### config.mk
export PLATFORM = sky130hd
export DESIGN_NAME = uart_tx_framer
export DESIGN_NICKNAME = d
export VERILOG_FILES = /design/src/rtl/uart_tx_framer.sv
export SDC_FILE = /design/constraint.sdc
export NUM_CORES = 1
export LEC_CHECK = 0
export ABC_CLOCK_PERIOD_IN_PS = 1780
export CAP_MARGIN = 20
export CORE_ASPECT_RATIO = 1.2
export CORE_UTILIZATION = 35
export DETAILED_ROUTE_END_ITERATION = 8
export GPL_ROUTABILITY_DRIVEN = 0
export GPL_TIMING_DRIVEN = 0
export PLACE_DENSITY_LB_ADDON = 0.05
export SLEW_MARGIN = 20
export SYNTH_ARGS = -nofsm -noshare
export SYNTH_HDL_FRONTEND = slang
export SYNTH_SLANG_ARGS = --single-unit
### constraint.sdc
create_clock -name clk -period 1.78 [get_ports clk]
set_input_delay 0.356 -clock clk [delete_from_list [all_inputs] [get_ports clk]]
set_output_delay 0.356 -clock clk [all_outputs]
set_load 0.005 [all_outputs]
### src/rtl/uart_tx_framer.sv
// UART transmit framer: a one-byte holding register feeding an
// IDLE/START/DATA/PARITY/STOP shifter. Bits go out LSB first, with optional
// even/odd parity and one or two stop bits. A byte can be buffered while the
// previous frame is still on the line, which gives back-to-back frames.
module uart_tx_framer #(
  parameter int CLK_PER_BIT = 100,
  parameter int PARITY      = 0,
  parameter int STOP_BITS   = 1
) (
  input  logic       clk,
  input  logic       rst,
  input  logic       new_tx,
  input  logic [7:0] tx_data,
  input  logic       block,
  output logic       tx_busy,
  output logic       tx,
  output logic       tx_active
);

  localparam int   CNT_W     = (CLK_PER_BIT > 1) ? $clog2(CLK_PER_BIT) : 1;
  localparam logic STOP_LAST = (STOP_BITS == 2);

  typedef enum logic [2:0] {S_IDLE, S_START, S_DATA, S_PAR, S_STOP} state_t;

  state_t           state, state_nxt;
  logic             hold_full;
  logic [7:0]       hold_data;
  logic [7:0]       shift_q;
  logic [CNT_W-1:0] baud_cnt;
  logic [2:0]       bit_idx;
  logic             stop_cnt;
  logic             tx_nxt;
  logic             load;
  logic             accept;
  logic             bit_end;

  // Parity over the byte on the line: even = XOR of data, odd = its inverse.
  function automatic logic par_bit(input logic [7:0] d);
    par_bit = (PARITY == 2) ? ~(^d) : (^d);
  endfunction

  assign accept    = new_tx && !hold_full;
  assign bit_end   = (baud_cnt == CNT_W'(CLK_PER_BIT - 1));
  assign tx_busy   = hold_full;
  assign tx_active = (state != S_IDLE);

  // Next-state, next serial bit and holding-to-shifter transfer.
  always_comb begin
    state_nxt = state;
    tx_nxt    = tx;
    load      = 1'b0;
    case (state)
      S_IDLE: begin
        tx_nxt = 1'b1;
        if (hold_full && !block) begin
          load      = 1'b1;
          state_nxt = S_START;
          tx_nxt    = 1'b0;
        end
      end
      S_START: begin
        if (bit_end) begin
          state_nxt = S_DATA;
          tx_nxt    = shift_q[0];
        end
      end
      S_DATA: begin
        if (bit_end) begin
          if (bit_idx == 3'd7) begin
            if (PARITY != 0) begin
              state_nxt = S_PAR;
              tx_nxt    = par_bit(shift_q);
            end else begin
              state_nxt = S_STOP;
              tx_nxt    = 1'b1;
            end
          end else begin
            tx_nxt = shift_q[bit_idx + 3'd1];
          end
        end
      end
      S_PAR: begin
        if (bit_end) begin
          state_nxt = S_STOP;
          tx_nxt    = 1'b1;
        end
      end
      S_STOP: begin
        if (bit_end && (stop_cnt == STOP_LAST)) begin
          // A buffered byte starts immediately: no idle gap between frames.
          if (hold_full && !block) begin
            load      = 1'b1;
            state_nxt = S_START;
            tx_nxt    = 1'b0;
          end else begin
            state_nxt = S_IDLE;
            tx_nxt    = 1'b1;
          end
        end
      end
      default: begin
        state_nxt = S_IDLE;
        tx_nxt    = 1'b1;
      end
    endcase
  end

  // Control state: FSM, registered line, holding flag and bit timing.
  always_ff @(posedge clk or negedge rst) begin
    if (!rst) begin
      state     <= S_IDLE;
      tx        <= 1'b1;
      hold_full <= 1'b0;
      baud_cnt  <= '0;
      bit_idx   <= 3'd0;
      stop_cnt  <= 1'b0;
    end else begin
      state <= state_nxt;
      tx    <= tx_nxt;
      if (load) begin
        hold_full <= 1'b0;
      end else if (accept) begin
        hold_full <= 1'b1;
      end
      if ((state == S_IDLE) || bit_end) begin
        baud_cnt <= '0;
      end else begin
        baud_cnt <= baud_cnt + CNT_W'(1);
      end
      if ((state == S_DATA) && bit_end) begin
        bit_idx <= bit_idx + 3'd1;
      end
      if ((state == S_STOP) && bit_end) begin
        stop_cnt <= (stop_cnt == STOP_LAST) ? 1'b0 : (stop_cnt + 1'b1);
      end
    end
  end

  // Byte storage: the holding register and the byte on the line; only the
  // holding flag marks validity, so these need no reset.
  always_ff @(posedge clk) begin
    if (accept) begin
      hold_data <= tx_data;
    end
    if (load) begin
      shift_q <= hold_data;
    end
  end

endmodule

* Yosys cells after proc, flatten, opt, wreduce, memory -nomap -nowiden *
Index checks and enable logic that the tools add are counted.

word-level totals
  input port bits = 12
  output and inout bits = 3
  bits in registers = 32
  logic and storage cells = 62

cells by class
  order comparisons = 1
  mux-type cells = 24
  bitwise gates (word level) = 1
  add/subtract/negate cells = 3
  eq/ne operators = 12
  reduce and logical (&&, ||, !) cells = 13

operator list
  operator                                                    number
  two-way mux 3 bit                                           6
  one-hot mux 3 bit (5 select lines)                          1
  two-way mux 1 bit                                           13
  != test 2 bit, second input constant                        6
  adder 7 x 1 -> 7 bit, second input constant                 1
  equality test 7 bit, second input constant                  1
  two-way mux 7 bit                                           1
  equality test 3 x 2 -> 1 bit, second input constant         2
  equality test 3 bit, second input constant                  2
  AND reduction 6 bit                                         1
  logical AND 1 bit                                           5
  one-hot mux 1 bit (5 select lines)                          1
  less-than comparator 3 x 4 -> 1 bit, second input constant  1
  AND reduction 4 bit                                         1
  adder 3 x 1 -> 3 bit, second input constant                 1
  binary-select mux 1 bit (select 3 bit)                      1
  equality test 3 x 1 -> 1 bit, second input constant         1
  zero test 3 bit                                             1
  nonzero test 3 bit                                          1
  zero test 1 bit                                             2
  one-hot mux 1 bit (2 select lines)                          1
  nonzero test 2 bit                                          1
  adder 1 bit, second input constant                          1
  logical OR 1 bit                                            1
  inverter 1 bit                                              1

* Logic depth before layout (Yosys ltp) *
Gate-level depths: netlist (run 1).

  word-level depth = 6
  depth in mapped cells = 7
  depth with buffers taken out = 6

* Worst setup path before layout (run 1) *
No wires, ideal clock.

  path type = reg-to-reg
  start = register baud_cnt[3]
  end = register shift_q[0], enable pin
  period minus slack after synthesis = 1.977 ns
  library setup time = 0.350 ns
  stages on the path, launching flop included = 5
  buffers on the path = 1
  path slack = -0.197 ns
  data required time = 1.430 ns
  arrival time = 1.626 ns
  cell sequence = dfrtp_1 -> or4b_4 -> or2_1 -> buf_6 -> a21oi_2

between the ends
  word-level cells in the longest chain between the ends = 4

RTL lines
  what                                RTL line  RTL
  start, declared                     29        logic [CNT_W-1:0] baud_cnt;
  start signal, assigned              128       baud_cnt <= baud_cnt + CNT_W'(1);
  equality test 7 bit                 43        assign bit_end = (baud_cnt == CNT_W'(CLK_PER_BIT - 1));
  logical AND 1 bit                   89        if (bit_end && (stop_cnt == STOP_LAST)) begin
  two-way mux 1 bit                   89
  one-hot mux 1 bit (2 select lines)  52        case (state)
  net load                            33        logic load;
  end signal, assigned                146       shift_q <= hold_data;
  end, declared                       28        logic [7:0] shift_q;

The timed path passes the listed nets, and every way through them passes these cells.
A chain may end at the register's enable or synchronous reset.

* Worst setup path in the final report (run 1) *
  start = register baud_cnt[2]
  end = register shift_q[0], enable pin

Same word-level chain as after synthesis.

==> reports/results.ini, run 1 <==
[logic_synthesis]
syn-cell-area_um2 = 1360
ys_warn_count = 0
synth-async-reset-ratio_pct = 48.4
synth_area_per_cell_um2 = 13.4
yosysTopAreaCell = edfxtp_1
synth_edf_count = 16
synth_top_area_share_pct = 35.4
ys.flop_type = edfxtp_1
ys_types = 35
netlist_instances = 101
yosysSeqAreaShare_pct = 63.1
ys_seq_elements = 31
synthTopCellsByArea = edfxtp_1 (35%), dfrtp_1 (26%), nor2_1 (3.9%)
synth_nets = 116

[worst_setup_path]
cp_slowest_cell = or4b_4
path_cells = or4b_4 -> or2_1 -> buf_6 -> a21oi_4 -> buf_12
timing.rr.start = baud_cnt[2]$_DFF_PN0_
critPathLaunchType = register
cp.required_ns = 1.78
ff2ff_path_depth = 5
path_class = register to register
arrival_ns = 1.88
max_stage_delay_ns = 0.54
path_max_fanout = 9
cp-end-kind = register
cp-startpoint = baud_cnt[2]$_DFF_PN0_

[sta]
layout_worst_path_cycle_share_pct = 106
tightest_slew_ns = 0.675
layout_min_cycle_time_ns = 1.88
layout_setup_ws_ns = -0.104
fmax_mhz = 531
hold_viol_final = 0
slew-limit-headroom_pct = 54.8
rsz0062_at_grt = yes
slew_viol_final = 0
finalClockSkew_ns = 0.00425
final-setup-viol-count = 11

[detailed_routing]
postRouteAntennaNets = 0
drt_iter0_markers = 46
detail_route.vias_per_cell = 4.61
drcViolationCount = 0
wl_mm = 2.18
vias = 830
dr.pass1.iters = 2
routedWlPerCell_um = 12.1

[floorplanning]
boundaryPins = 15
die_h_um = 70.2
core_um2 = 3660
die_w_um = 58.9
die_area_um2 = 4130
initial_core_util_pct = 37.1
rows = 24

[placed_design]
hpwl_mm = 1.49
pre_cts_ws_ns = -0.213
placed_cells = 167
io_buffers = 14
dpl_cell_area_um2 = 1570

[worst_hold_path]
min_from = hold_data[0]$_DFFE_PP_
hp-class = register to register
hold_path_depth = 0

[clock_network]
cts_made_buffers = 5
path_clk_slew_ns = 0.06
cts_tree = done
clockBufferDepth = 2
cts_max_level = 2
clk_latency_ns = 0.28
cts-root-buf = clkbuf_8
cts_hold_buffers = 0
numClockSinks = 31

[status]
violations = setup timing
status = complete, but fails checks

[global_route]
track_usage_pct = 13.1
grt_max_degree = 16
overflow = 0
grt_first_pass_wirelength_mm = 3.76
grt_pass1_vias = 861
antenna_found_initial = 0

[cells_and_area]
seq_area_um2 = 857
layout.nets = 142
design_area_um2 = 1730
n_fill_cell = 377
diodes = 0
multi_input_area_um2 = 489
utilization_pct = 47.1
drive_gt1_share_pct = 19.5
fin_cells = 180
syn2layout_area_growth_pct = 27.1

[pwr]
finalPower_w = 0.00130
p_seq_share_pct = 57.8
power_density_nw_per_um2 = 755
p_leak_nw = 0.616
sw_frac_of_total_pct = 20.2
pwr-share-clk_pct = 39.9
peakVddDrop_uv = 536
comb_power_share_pct = 2.4
p_int_w = 0.00104
switchingPower_w = 0.000264

[run]
maxCapViolations = 0

-- layer usage --
layer	part of all wire [%]	vias up	track usage (%)	routed length (um)
met4	3.2	0	10.3	70
li1	-	422	-	-
met5	0	-	0	0
met1	47	387	15.7	1030
met2	46	15	19.4	1010
met3	3.1	6	3.33	68
-- kinds of logic after synthesis --
kind of cell / count (synthesis) / share of synthesized area [%]
AND/OR/NAND/NOR: 37 / 15.6
flip-flops: 31 / 63.1
AO/OA/AOI/OAI: 13 / 7.19
adder cells (fa/ha/maj): 3 / 2.77
multiplexers: 6 / 4.61
XOR/XNOR: 6 / 3.87
buffers and inverters: 5 / 2.86
-- synthesized netlist by cell type, types with 2 or more instances --
cell type and number:
a21oi_1 2, dfrtp_1 14, xor2_1 2, nor2_1 14, nand3b_1 3, nand3_1 4
xnor2_1 4, nand2_1 5, o211ai_1 2, nor3b_1 2, edfxtp_1 16, mux2i_1 4
nor2b_1 3, mux2_1 2, ha_1 3, a22oi_1 2
-- worst max-delay path, delay by kind of cell, from the launching register on --
family | cells | cell delay, ns
flip-flops | 1 | 0.38
AO/OA/AOI/OAI | 1 | 0.17
AND/OR/NAND/NOR | 2 | 0.77
buffers and inverters | 2 | 0.29
-- path summary, 6_finish.rpt --
path / endpoint / slack [ns]
setup / recovery: shift_q[0]$_DFFE_PP_ / -0.10
hold / removal: shift_q[0]$_DFFE_PP_ / 0.42
setup reg to reg: shift_q[0]$_DFFE_PP_ / -0.10
hold reg to reg: shift_q[0]$_DFFE_PP_ / 0.42
max in group asynchronous: baud_cnt[0]$_DFF_PN0_ / 0.86
min in group asynchronous: bit_idx[2]$_DFFE_PN0P_ / 0.49
-- per-stage QoR --
step / hold slack (ns) / setup TNS [ns]
after floorplan: 0.0604 / -0.636
after global placement: 0.407 / -1.79
after detailed placement: 0.405 / -2.08
after CTS: 0.419 / -1.15
after global routing: 0.422 / -1.64
final: 0.419 / -0.901
-- layout by cell type (no fill, tap or decap), drive strengths merged, types with 3 or more instances in the layout --
cell type	count
edfxtp	16
clkdlybuf4s50	13
xnor2	4
ha	3
clkbuf	6
nand3	4
nor2	14
mux2i	4
a21oi	3
nand2	5
dfrtp	14
nand3b	3
buf	9
nor2b	3
-- area by class of cell --
class | instances | area share (%)
multi-input cells | 65 | 28.4
repair buffers | 20 | 11.2
flip-flops and latches | 31 | 49.7
well taps | 52 | 3.77
inverters | 1 | 0.218
plain buffers | 3 | 1.96
clock inverters | 3 | 0.870
clock buffers | 5 | 3.99
-- what timing repair did --
action,in CTS,in global routing
endpoints found under the hold margin,0,0
setup endpoints to repair,11,18
setup buffers,4,2
pin swaps,2,1
resized for setup,4,4
gates cloned,0,0
-- power groups by stage --
stage	sequential (W)	clock [W]	combinational (W)
finish	0.000752	0.000519	0.0000308
global route	0.000751	0.000567	0.0000342
CTS	0.000752	0.000545	0.0000316
detailed placement	0.000766	0	0.0000316
global placement	0.000766	0	0.0000309
floorplan	0.000767	0	0.000000651
-- state kept, by name, indices dropped and copies added, names as in the netlist --
name,count
tx,1
hold_data,8
baud_cnt,7
tx_busy,1
bit_idx,3
shift_q,8
state,3
(Power assumes the default switching activity.)
==> run 2: changes to the inputs <==
--- a/config.mk
+++ b/config.mk
@@ -5,6 +5,7 @@
 export SDC_FILE = /design/constraint.sdc
 export NUM_CORES = 1
 export LEC_CHECK = 0
+export ABC_AREA = 1
 export ABC_CLOCK_PERIOD_IN_PS = 1780
 export CAP_MARGIN = 20
 export CORE_ASPECT_RATIO = 1.2
@@ -13,6 +14,7 @@
 export GPL_ROUTABILITY_DRIVEN = 0
 export GPL_TIMING_DRIVEN = 0
 export PLACE_DENSITY_LB_ADDON = 0.05
+export SKIP_LAST_GASP = 1
 export SLEW_MARGIN = 20
 export SYNTH_ARGS = -nofsm -noshare
 export SYNTH_HDL_FRONTEND = slang
==> run 2 against run 1 <==
Compared with the run above: the run now ends clean; fmax up 14%; synthesized area down 0.18%; global-route usage down 1.2 points; worst hold slack worse by 0.0048 ns; sequential share of layout area up 1.3 points; wire length down 3.2%.
==> reports/results.ini, run 2 <==
[floorplanning]
boundaryPins = 15
rows = 24
die_w_um = 58.8
die_area_um2 = 4130
initial_core_util_pct = 37.0
core_um2 = 3660
die_h_um = 70.2

[clock_network]
clk_latency_ns = 0.28
path_clk_slew_ns = 0.07
cts_tree = done
numClockSinks = 31
clockBufferDepth = 2
cts-root-buf = clkbuf_8
cts_made_buffers = 5
cts_max_level = 2

[worst_setup_path]
r2r-end = tx$_DFFE_PN1P_
cp_num_buf_inv = 1
critPathLaunchType = register
timing.rr.start = bit_idx[0]$_DFFE_PN0P_
cp.required_ns = 1.42
path_max_fanout = 2
path_class = register to primary output
arrival_ns = 1.29
cp-end-kind = primary output
max_stage_delay_ns = 0.53
path_cells = clkdlybuf4s50_1
cp.depth = 1
cp_top_family = flip-flops
cp_slowest_cell = dfstp_2
ff2ff_path_depth = 8
cp-startpoint = tx$_DFFE_PN1P_
worst-r2r-setup-slack_ns = 0.24
worstSetupEndpoint = tx

[global_route]
track_usage_pct = 11.9
grt_max_degree = 16
grt_first_pass_wirelength_mm = 3.51
antenna_found_initial = 0
overflow = 0
grt_pass1_vias = 819

[logic_synthesis]
yosys-top-cells-count = nand2_1 (28), edfxtp_1 (16), nor2_1 (15), dfrtp_1 (14), nand3_1 (13)
synthTopCellsByArea = edfxtp_1 (35%), dfrtp_1 (26%), nand2_1 (7.8%)
yosysMostFrequentCell = nand2_1
yosysSeqAreaShare_pct = 63.3
ys_warn_count = 0
synth_edf_count = 16
ys_seq_elements = 31
ys_types = 20
synth-async-reset-ratio_pct = 48.4
netlist_instances = 132
ys.flop_type = edfxtp_1
synth_top_area_share_pct = 35.5
synth_area_per_cell_um2 = 10.3
synth_nets = 147
syn-cell-area_um2 = 1360
yosysTopAreaCell = edfxtp_1

[cells_and_area]
final_cell_mix = nand2_1 (28), edfxtp_1 (16), nor2_1 (14)
largest_registers = hold_data x8, shift_q x8, baud_cnt x7
final_common_cell = nand2_1
diodes = 0
drive_gt1_share_pct = 19.6
design_area_um2 = 1690
syn2layout_area_growth_pct = 24.5
layout.nets = 172

[sta]
final-setup-viol-count = 0
fin_hold_ws_ns = 0.415
finalClockSkew_ns = 0.00541
slew-limit-headroom_pct = 51.7
rsz0062_at_grt = no
fmax_mhz = 607
slew_viol_final = 0
tightest_slew_ns = 0.723
hold_viol_final = 0
layout_min_cycle_time_ns = 1.65
layout_worst_path_cycle_share_pct = 92.6
tns_ns = 0

[pwr]
p_leak_nw = 0.739
power_density_nw_per_um2 = 773
peakVddDrop_uv = 419

[run]
maxCapViolations = 0

[detailed_routing]
wl_mm = 2.11
postRouteAntennaNets = 0
drcViolationCount = 0
dr.pass1.iters = 4
vias = 905
detail_route.vias_per_cell = 4.31
routedWlPerCell_um = 10.1
drt_iter0_markers = 26

[worst_hold_path]
hold_path_depth = 0
hp-class = register to register

[placed_design]
dpl_cell_area_um2 = 1560
hpwl_mm = 1.55
io_buffers = 14

[status]
status = finished, final reports clean

==> run 2: cell count changes after synthesis, moves of 4 or more <==
cell and change:
nand2_1 +23, inv_1 +11, inv_2 +9, nand3_1 +9, o21ai_1 +5, mux2i_1 -4, xnor2_1 -4
==> run 2: layout make-up <==
cell class | instances | area (um2)
fillers | 379 | 1980
flip-flops and latches | 31 | 860
well taps | 52 | 65.1
inverters | 21 | 78.8
repair buffers | 18 | 173
clock buffers | 5 | 68.8
clock inverters | 3 | 15.0
multi-input cells | 80 | 427
==> run 2: worst min path at each step <==
stage                                  endpoint  slack (ns)                    from
after floorplan           baud_cnt[0]$_DFF_PN0_        0.06                     rst
after global placement     shift_q[5]$_DFFE_PP_        0.41  hold_data[5]$_DFFE_PP_
after detailed placement   shift_q[1]$_DFFE_PP_        0.41  hold_data[1]$_DFFE_PP_
after CTS                  shift_q[1]$_DFFE_PP_        0.42  hold_data[1]$_DFFE_PP_
after global routing       shift_q[1]$_DFFE_PP_        0.42  hold_data[1]$_DFFE_PP_
final                      shift_q[1]$_DFFE_PP_        0.41  hold_data[1]$_DFFE_PP_
==> run 2: power by group <==
group	internal, W	total (W)	switching (W)
clock	0.000265	0.000517	0.000252
combinational	0.0000223	0.0000351	0.0000129
sequential	0.000752	0.000752	0.000000000000000000120
==> run 2: metal layers <==
metal | vias to the layer above | track usage (%) | share of wire [%]
li1 | 477 | - | -
met4 | 0 | 6.35 | 1.9
met5 | - | 0 | 0
met1 | 406 | 14.2 | 48
met3 | 4 | 5.56 | 5.3
met2 | 18 | 17.4 | 44
==> run 2: what timing repair did <==
action	CTS	global route
pin swaps	1	1
buffers inserted	2	2
endpoints found under the setup margin	9	9
gates resized for setup	2	3
endpoints found under the hold margin	0	0
hold buffers	0	0
==> run 2: kinds of logic (layout without fill, tap and decap cells) <==
kind of cell             count (synthesis)  after routing  synth area share (%)
AND/OR/NAND/NOR                         66             66                  23.8
flip-flops                              31             31                  63.3
buffers and inverters                   21             47                  5.82
AO/OA/AOI/OAI                           10             10                  3.69
adder cells (fa/ha/maj)                  3              3                  2.77
XOR/XNOR                                 1              1                 0.646
==> run 2: through the flow <==
step | worst slack (ns) | utilization [%] | std cells | power, W
4_1_cts | -0.0847 | 45.4 | 208 | 0.00133
6_report | 0.131 | 46.0 | 210 | 0.00130
2_1_floorplan | 0.130 | - | 132 | 0.000770
3_5_place_dp | -0.105 | 42.6 | 198 | 0.000801
3_3_place_gp | -0.115 | 42.6 | 198 | 0.000801
5_1_grt | 0.0884 | 46.0 | 210 | 0.00136
==> run 3: changes to the inputs <==
--- a/config.mk
+++ b/config.mk
@@ -13,6 +13,7 @@
 export DETAILED_ROUTE_END_ITERATION = 8
 export GPL_ROUTABILITY_DRIVEN = 0
 export GPL_TIMING_DRIVEN = 0
+export MAX_ROUTING_LAYER = met4
 export PLACE_DENSITY_LB_ADDON = 0.05
 export SKIP_LAST_GASP = 1
 export SLEW_MARGIN = 20
==> run 3 against run 2 <==
Compared with the run above: cell count unchanged; clock-buffer cell count unchanged; total power about the same; global-route usage up 0.33 points; sequential power about the same; sequential share of layout area unchanged; via count unchanged; utilization unchanged; largest power group unchanged.
==> reports/results.ini, run 3 (synthesis results as in run 2) <==
[status]
status = finished, final reports clean

[cells_and_area]
layout.nets = 172
n_fill_cell = 379
final_cell_mix = nand2_1 (28), edfxtp_1 (16), nor2_1 (14)
largest_registers = hold_data x8, shift_q x8, baud_cnt x7
utilization_pct = 46.0
design_area_um2 = 1690
diodes = 0
multi_input_area_um2 = 427
syn2layout_area_growth_pct = 24.5
drive_gt1_share_pct = 19.6
final_common_cell = nand2_1
seq_area_um2 = 860

[sta]
layout_min_cycle_time_ns = 1.65
hold_viol_final = 0
layout_worst_path_cycle_share_pct = 92.6
slew_viol_final = 0
finalClockSkew_ns = 0.00541
tightest_slew_ns = 0.723
final-setup-viol-count = 0
rsz0062_at_grt = no
fin_hold_ws_ns = 0.415
slew-limit-headroom_pct = 51.7
fmax_mhz = 607

[worst_setup_path]
cp.depth = 1
path_cells = clkdlybuf4s50_1
r2r-end = tx$_DFFE_PN1P_
path_class = register to primary output
cp_slowest_cell = dfstp_2
cp_num_buf_inv = 1
cp_top_family = flip-flops
cp-end-kind = primary output
critPathLaunchType = register
cp-startpoint = tx$_DFFE_PN1P_
path_max_fanout = 2
worstSetupEndpoint = tx
ff2ff_path_depth = 8
cp.required_ns = 1.42
arrival_ns = 1.29
worst-r2r-setup-slack_ns = 0.24
timing.rr.start = bit_idx[0]$_DFFE_PN0P_
max_stage_delay_ns = 0.53

[clock_network]
path_clk_slew_ns = 0.07
clk_latency_ns = 0.28
cts_tree = done
cts_made_buffers = 5
cts-root-buf = clkbuf_8
numClockSinks = 31
cts_max_level = 2
clockBufferDepth = 2

[global_route]
antenna_found_initial = 0
grt_max_degree = 16
grt_pass1_vias = 818
track_usage_pct = 12.2
overflow = 0
grt_first_pass_wirelength_mm = 3.51

[placed_design]
dpl_cell_area_um2 = 1560
hpwl_mm = 1.55
io_buffers = 14

[floorplanning]
core_um2 = 3660
die_h_um = 70.2
initial_core_util_pct = 37.0
rows = 24
die_w_um = 58.8
die_area_um2 = 4130
boundaryPins = 15

[detailed_routing]
dr.pass1.iters = 4
detail_route.vias_per_cell = 4.31
drcViolationCount = 0
vias = 905
drt_iter0_markers = 29
routedWlPerCell_um = 10.1
wl_mm = 2.12
postRouteAntennaNets = 0

[pwr]
finalPower_w = 0.00130
power_density_nw_per_um2 = 773
p_leak_nw = 0.739
peakVddDrop_uv = 419

[run]
maxCapViolations = 0

[worst_hold_path]
hp-class = register to register
min_from = hold_data[1]$_DFFE_PP_

-- run 3: cell counts in the layout (fill, tap and decap cells not counted) --
No cell type changed its count.
-- run 3: metal layers --
layer,routed length [um],part of all wire [%],vias to the layer above,global-route usage [%]
met4,44,2.1,0,6.35
li1,-,-,477,-
met1,1020,48,406,14.2
met5,0,0,-,-
met2,938,44,18,17.4
met3,111,5.2,4,5.56
-- run 3: power by group --
group / switching [W] / internal (W) / leakage [nW]
clock: 0.000252 / 0.000265 / 0.0392
sequential: 0.000000000000000000120 / 0.000752 / 0.322
combinational: 0.0000129 / 0.0000223 / 0.378
-- run 3: worst min path at each step --
stage | end | slack [ns] | cells after the start
3_5_place_dp | shift_q[1]$_DFFE_PP_ | 0.41 | 0
3_3_place_gp | shift_q[5]$_DFFE_PP_ | 0.41 | 0
6_report | shift_q[1]$_DFFE_PP_ | 0.41 | 0
2_1_floorplan | baud_cnt[0]$_DFF_PN0_ | 0.06 | 0
4_1_cts | shift_q[1]$_DFFE_PP_ | 0.42 | 0
5_1_grt | shift_q[1]$_DFFE_PP_ | 0.42 | 0
-- run 3: what timing repair did --
action                                  4_1_cts  5_1_grt
endpoints found under the setup margin        9        9
pin swaps                                     1        1
hold buffers                                  0        0
setup buffers                                 2        2
resized for setup                             2        3
-- run 3: stage by stage --
| step | instances | TNS, ns | setup WS [ns] |
|---|---|---|---|
| final | 210 | 0 | 0.131 |
| after global routing | 210 | 0 | 0.0884 |
| after CTS | 208 | -0.0847 | -0.0847 |
| after detailed placement | 198 | -0.842 | -0.105 |
| after global placement | 198 | -0.919 | -0.115 |
| after floorplan | 132 | 0 | 0.130 |
-- run 3: final cells by class --
class | instances | share of cell area (%)
Clock inverter | 3 | 0.890
Timing Repair Buffer | 18 | 10.2
Sequential cell | 31 | 51.0
Multi-Input combinational cell | 80 | 25.3
Clock buffer | 5 | 4.08
Inverter | 21 | 4.67
Tap cell | 52 | 3.86
